--- config.mk ---
export PLATFORM = sky130hd
export DESIGN_NAME = instr_encoder
export DESIGN_NICKNAME = d
export VERILOG_FILES = /design/src/rtl/riscv_pkg.sv /design/src/rtl/instr_pack.sv /design/src/rtl/instr_encoder.sv
export SDC_FILE = /design/constraint.sdc
export NUM_CORES = 1
export LEC_CHECK = 0
export BUFFER_PORTS_ARGS = -buffer_cell sky130_fd_sc_hd__buf_2
export CAP_MARGIN = 20
export CELL_PAD_IN_SITES_DETAIL_PLACEMENT = 1
export CELL_PAD_IN_SITES_GLOBAL_PLACEMENT = 2
export CORE_ASPECT_RATIO = 2
export CORE_UTILIZATION = 31
export CTS_BUF_LIST = sky130_fd_sc_hd__clkbuf_4
export DETAILED_ROUTE_END_ITERATION = 6
export PLACE_DENSITY = 0.84
export SLEW_MARGIN = 20
export SYNTH_ARGS = -nofsm -noshare
export SYNTH_HDL_FRONTEND = slang
export SYNTH_HIERARCHICAL = 1
export SYNTH_SLANG_ARGS = --single-unit
--- constraint.sdc ---
create_clock -name clk_i -period 3.5 [get_ports clk_i]
set_clock_uncertainty 0.1 [all_clocks]
set_input_delay 0 -clock clk_i [delete_from_list [all_inputs] [get_ports clk_i]]
set_output_delay 0 -clock clk_i [all_outputs]
set_load 0.03 [all_outputs]
--- src/rtl/riscv_pkg.sv ---
// Shared RV32I opcode constants, instruction format decode and encoder payload types.
// Used by the instruction packer and by any immediate decoder that needs the same format map.
package riscv_pkg;

    localparam int unsigned XLEN      = 32;
    localparam int unsigned OPC_W     = 7;
    localparam int unsigned REG_W     = 5;
    localparam int unsigned F3_W      = 3;
    localparam int unsigned F7_W      = 7;
    localparam int unsigned ERR_CNT_W = 8;

    localparam logic [OPC_W-1:0] OPC_OP     = 7'b0110011;
    localparam logic [OPC_W-1:0] OPC_LOAD   = 7'b0000011;
    localparam logic [OPC_W-1:0] OPC_OP_IMM = 7'b0010011;
    localparam logic [OPC_W-1:0] OPC_JALR   = 7'b1100111;
    localparam logic [OPC_W-1:0] OPC_STORE  = 7'b0100011;
    localparam logic [OPC_W-1:0] OPC_BRANCH = 7'b1100011;
    localparam logic [OPC_W-1:0] OPC_LUI    = 7'b0110111;
    localparam logic [OPC_W-1:0] OPC_AUIPC  = 7'b0010111;
    localparam logic [OPC_W-1:0] OPC_JAL    = 7'b1101111;

    localparam logic [XLEN-1:0] NOP_WORD = 32'h0000_0013;

    typedef enum logic [2:0] {
        FMT_R,
        FMT_I,
        FMT_S,
        FMT_B,
        FMT_U,
        FMT_J,
        FMT_ILLEGAL
    } fmt_e;

    typedef struct packed {
        logic [OPC_W-1:0] opcode;
        logic [REG_W-1:0] rd;
        logic [REG_W-1:0] rs1;
        logic [REG_W-1:0] rs2;
        logic [F3_W-1:0]  funct3;
        logic [F7_W-1:0]  funct7;
        logic [XLEN-1:0]  imm;
    } fields_t;

    typedef struct packed {
        logic [XLEN-1:0] instr;
        logic            err;
    } enc_t;

    function automatic fmt_e decode_fmt(input logic [OPC_W-1:0] opc);
        fmt_e fmt;
        fmt = FMT_ILLEGAL;
        case (opc)
            OPC_OP:                          fmt = FMT_R;
            OPC_LOAD, OPC_OP_IMM, OPC_JALR:  fmt = FMT_I;
            OPC_STORE:                       fmt = FMT_S;
            OPC_BRANCH:                      fmt = FMT_B;
            OPC_LUI, OPC_AUIPC:              fmt = FMT_U;
            OPC_JAL:                         fmt = FMT_J;
            default:                         fmt = FMT_ILLEGAL;
        endcase
        return fmt;
    endfunction

endpackage

--- src/rtl/instr_pack.sv ---
// Combinational RV32I field packer; unknown opcodes become a NOP tagged with err.
// Optional immediate range check enabled by defining IMM_RANGE_CHECK_EN.
module instr_pack
    import riscv_pkg::*;
(
    input  fields_t fields,
    output enc_t    enc_c
);

    fmt_e fmt;
    logic range_err;
    logic illegal;

    assign fmt = decode_fmt(fields.opcode);

    always_comb begin
        enc_c.instr = NOP_WORD;
        illegal     = 1'b0;
        case (fmt)
            FMT_R: enc_c.instr = {fields.funct7, fields.rs2, fields.rs1, fields.funct3,
                                  fields.rd, fields.opcode};
            FMT_I: enc_c.instr = {fields.imm[11:0], fields.rs1, fields.funct3,
                                  fields.rd, fields.opcode};
            FMT_S: enc_c.instr = {fields.imm[11:5], fields.rs2, fields.rs1, fields.funct3,
                                  fields.imm[4:0], fields.opcode};
            FMT_B: enc_c.instr = {fields.imm[12], fields.imm[10:5], fields.rs2, fields.rs1,
                                  fields.funct3, fields.imm[4:1], fields.imm[11], fields.opcode};
            FMT_U: enc_c.instr = {fields.imm[31:12], fields.rd, fields.opcode};
            FMT_J: enc_c.instr = {fields.imm[20], fields.imm[10:1], fields.imm[11],
                                  fields.imm[19:12], fields.rd, fields.opcode};
            default: begin
                enc_c.instr = NOP_WORD;
                illegal     = 1'b1;
            end
        endcase
        enc_c.err = illegal | range_err;
    end

`ifdef IMM_RANGE_CHECK_EN
    // Flag immediates that the format cannot represent; the word is still truncated.
    always_comb begin
        range_err = 1'b0;
        case (fmt)
            FMT_I, FMT_S: range_err = (fields.imm[31:11] != {21{fields.imm[11]}});
            FMT_B:        range_err = (fields.imm[31:12] != {20{fields.imm[12]}}) || fields.imm[0];
            FMT_J:        range_err = (fields.imm[31:20] != {12{fields.imm[20]}}) || fields.imm[0];
            FMT_U:        range_err = (fields.imm[11:0] != 12'd0);
            default:      range_err = 1'b0;
        endcase
    end
`else
    logic unused_imm_lsb;
    assign unused_imm_lsb = fields.imm[0];
    assign range_err      = 1'b0;
`endif

endmodule

--- src/rtl/instr_encoder.sv ---
// RV32I instruction encoder: packs field sets, buffers results in a 2-entry FIFO, counts pushes/errors.
// Define IMM_RANGE_CHECK_EN to also flag out-of-range immediates.
module instr_encoder
    import riscv_pkg::*;
#(
    parameter int unsigned CNT_W = 16
) (
    input  logic                 clk_i,
    input  logic                 rst_i,
    input  logic                 in_valid_i,
    output logic                 in_ready_o,
    input  logic [OPC_W-1:0]     opcode_i,
    input  logic [REG_W-1:0]     rd_i,
    input  logic [REG_W-1:0]     rs1_i,
    input  logic [REG_W-1:0]     rs2_i,
    input  logic [F3_W-1:0]      funct3_i,
    input  logic [F7_W-1:0]      funct7_i,
    input  logic [XLEN-1:0]      imm_i,
    output logic                 out_valid_o,
    input  logic                 out_ready_i,
    output logic [XLEN-1:0]      instr_o,
    output logic                 err_o,
    output logic [CNT_W-1:0]     acc_cnt_o,
    output logic [ERR_CNT_W-1:0] err_cnt_o
);

    fields_t fields;
    enc_t    enc_c;
    enc_t    tail_q;
    logic    tail_valid;
    logic    push;
    logic    pop;

    always_comb begin
        fields.opcode = opcode_i;
        fields.rd     = rd_i;
        fields.rs1    = rs1_i;
        fields.rs2    = rs2_i;
        fields.funct3 = funct3_i;
        fields.funct7 = funct7_i;
        fields.imm    = imm_i;
    end

    instr_pack u_pack (
        .fields (fields),
        .enc_c  (enc_c)
    );

    // Head entry lives directly in the output registers; a second entry only exists when the head does.
    assign in_ready_o = ~tail_valid;
    assign push       = in_valid_i & ~tail_valid;
    assign pop        = out_valid_o & out_ready_i;

    always_ff @(posedge clk_i) begin
        if (rst_i) begin
            out_valid_o <= 1'b0;
            instr_o     <= '0;
            err_o       <= 1'b0;
            tail_valid  <= 1'b0;
            tail_q      <= '0;
        end else if (pop) begin
            if (tail_valid) begin
                instr_o    <= tail_q.instr;
                err_o      <= tail_q.err;
                tail_valid <= 1'b0;
            end else if (push) begin
                instr_o <= enc_c.instr;
                err_o   <= enc_c.err;
            end else begin
                out_valid_o <= 1'b0;
            end
        end else if (push) begin
            if (!out_valid_o) begin
                instr_o     <= enc_c.instr;
                err_o       <= enc_c.err;
                out_valid_o <= 1'b1;
            end else begin
                tail_q     <= enc_c;
                tail_valid <= 1'b1;
            end
        end
    end

    // Accepted count wraps; error count saturates.
    always_ff @(posedge clk_i) begin
        if (rst_i) begin
            acc_cnt_o <= '0;
            err_cnt_o <= '0;
        end else if (push) begin
            acc_cnt_o <= acc_cnt_o + CNT_W'(1);
            if (enc_c.err && (err_cnt_o != '1)) begin
                err_cnt_o <= err_cnt_o + ERR_CNT_W'(1);
            end
        end
    end

endmodule

==> flow_summary.toml <==
[outcome]
outcome = "finished, final reports clean"

[cts]
h-tree-depth = 3
clock_path_buffers = 2
insertion_delay_ns = 0.46
cts-buffers-inserted = 9
cts.sinks = 92
cts_tree = "yes"
cts.clk_slew.worst_paths_ns = 0.14
cts_root_buf = "clkbuf_4"

[setup_path]
cp_max_fo = 14
worstPathRequired_ns = 3.72
cp-end-kind = "flop"
arrival_ns = 3.61
path_class = "in2reg"
cp-start-kind = "input pin"

[placed_design]
dpl.hpwl_microns = 11650
port_buffers = 126
place_ws_ns = 0.4471
dpl_cell_area_sq_mm = 0.005533
place.gp.congestion = 0.8587
dp_cells = 875

[routing]
wl_microns = 15500
drt_pre_antenna_iters = 4
drt_iter0_markers = 152
viasPerCell = 5.097
ant_nets = 0
wl_per_cell_microns = 16.47
drc = 0
vias = 4796

[floorplan]
fp.dieH_microns = 177.9
ioPinCount = 127
rows = 64
core_region_area_sq_mm = 0.01521
die_w_microns = 89.93
start_util = 0.3150
dieArea_sq_mm = 0.01599

[synthesis]
ys_types = 59
synthTopCellsByArea = "dfxtp_1 38%, mux2i_1 8.1%, nand2_1 6.7%, a211oi_1 6.3%, a21oi_1 5.8%"
synth-edff-count = 0
synth_seq_cells = 92
avgSynthCellArea_sq_um = 8.180
ys_async_sr_fraction = 0
ys.flop_type = "dfxtp_1"
synth_top_cell_by_area = "dfxtp_1"
synth_warnings = 6
yosysTopAreaCellShare = 0.3842
synth_cells = 586
syn_nets = 658
syn_area_sq_mm = 0.004793
yosysSeqAreaShare = 0.3842

[sta]
post-route-min-period_ns = 3.398
rsz0062_at_grt = "false"
finalMaxSlewViolations = 0
worst_pin_slew_ns = 0.9092
tns_ns = 0
setup_viol = 0
maxSlewHeadroom = 0.3939
layout_setup_ws_ns = 0.1024
hold_viol = 0
min_period_over_period = 0.9707
holdWs_ns = 0.01643
timing.fmax_ghz = 0.2943

[final_layout]
drive_gt1_frac = 0.2305
final_common_cell = "buf_2"
stdcell_count = 941
regArea_sq_mm = 0.001842
final_nets = 809
final_cell_mix = "126 x buf_2, 92 x dfxtp_1, 85 x nand2_1"
nFillCells = 1894
multi_input_area_sq_mm = 0.002694
finalInstanceArea_sq_mm = 0.006138
synthToLayoutAreaGrowth_pct = 28.06

[global_route]
grt_max_degree = 67
grt_overflow = 0
grt_pass1_wl_microns = 24560
first_global_vias = 4885
grt_usage = 0.1949
antenna_found_initial = 1

[worst_hold_path]
hold_path.class = "in2reg"

[power]
power_density_mw_per_mm2 = 350.7
p_leak_nw = 2.661
ir_drop_mv = 0.1339

[flow_run]
cap_violations = 0
layer usage:
metal	up-vias	wire length (microns)	track usage	share of wire
met4	0	536	0.1001	0.035
li1	2387	-	-	-
met5	-	0	0	0
met2	122	8648	0.3869	0.56
met3	26	390	0.02271	0.025
met1	2261	5927	0.1963	0.38
worst max-delay path: stages:
cell           delay, ns
dlygate4sd3_1       0.53
buf_2               0.17
or4b_4              0.56
nor2_4              0.15
inv_2               0.09
ha_1                0.40
o21ai_2             0.60
buf_4               0.25
a21oi_1             0.05
dlygate4sd3_1       0.59
mux2i_1             0.15
a211oi_1            0.09
layout make-up:
type	instances	area share
clock inverters	5	0.004688
clock buffers	11	0.01345
diodes	1	0.0004077
inverters	12	0.007338
repair buffers	185	0.1949
flip-flops and latches	92	0.3000
well taps	198	0.04036
multi-input cells	437	0.4388
cells in the mapped netlist (4+ instances only):
cell type  count
clkbuf_1      21
or4_1          5
o21ai_0       19
a211oi_1      40
or3_1          7
inv_1         10
xnor2_1        4
nor2_1        59
and3_1         9
and2_1         5
dfxtp_1       92
nand2_1       85
nand3_1       17
nor2b_1        5
nand3b_1       4
o2bb2ai_1      4
a21oi_1       56
xor2_1         8
mux2i_1       39
ha_1           4
nand4_1       11
a22oi_1        6
buf_2         16
path summary, 6_finish.rpt:
check / from / to / slack (ns) / cells past startpoint
min reg2reg: tail_q[5] / tail_q[5] / 0.37 / 2
max: opcode_i[4] / instr_o[12] / 0.10 / 12
min: imm_i[22] / tail_q[23] / 0.02 / 7
max reg2reg: tail_valid / instr_o[26] / 0.98 / 7
timing repair:
action,in CTS,in global routing
hold buffers,49,0
setup endpoints to repair,0,1
resized for setup,0,1
setup buffers,0,0
endpoints found under the hold margin,56,0
flip-flops by register name (all words and copies together) (netlist names):
signal and cells:
tail_q 33, instr_o 32, acc_cnt_o 16, err_cnt_o 8, err_o 1, out_valid_o 1, tail_valid 1
kinds of logic (layout without fill, tap and decap cells):
group	count (synthesis)	after routing	share of synthesized area
buffers and inverters	57	213	0.05612
XOR/XNOR	12	12	0.02193
other	0	1	0
AND/OR/NAND/NOR	227	227	0.2315
flip-flops	92	92	0.3842
multiplexers	44	44	0.09553
adder cells (fa/ha/maj)	4	4	0.01044
AO/OA/AOI/OAI	150	150	0.2002
power by group:
part           internal, mW  leakage, nW  switching (mW)
combinational         0.181         1.85           0.310
clock                 0.158       0.0619           0.358
sequential             1.10        0.748          0.0442
total                  1.44         2.66           0.712
stage by stage:
stage                     total power [mW]    util
after floorplan                      1.467       -
after global placement               1.616  0.3637
after detailed placement             1.628  0.3637
after CTS                            2.188  0.4032
after global routing                 2.268  0.4035
final                                2.153  0.4035
Note: power is estimated with default switching activity, not from simulation.
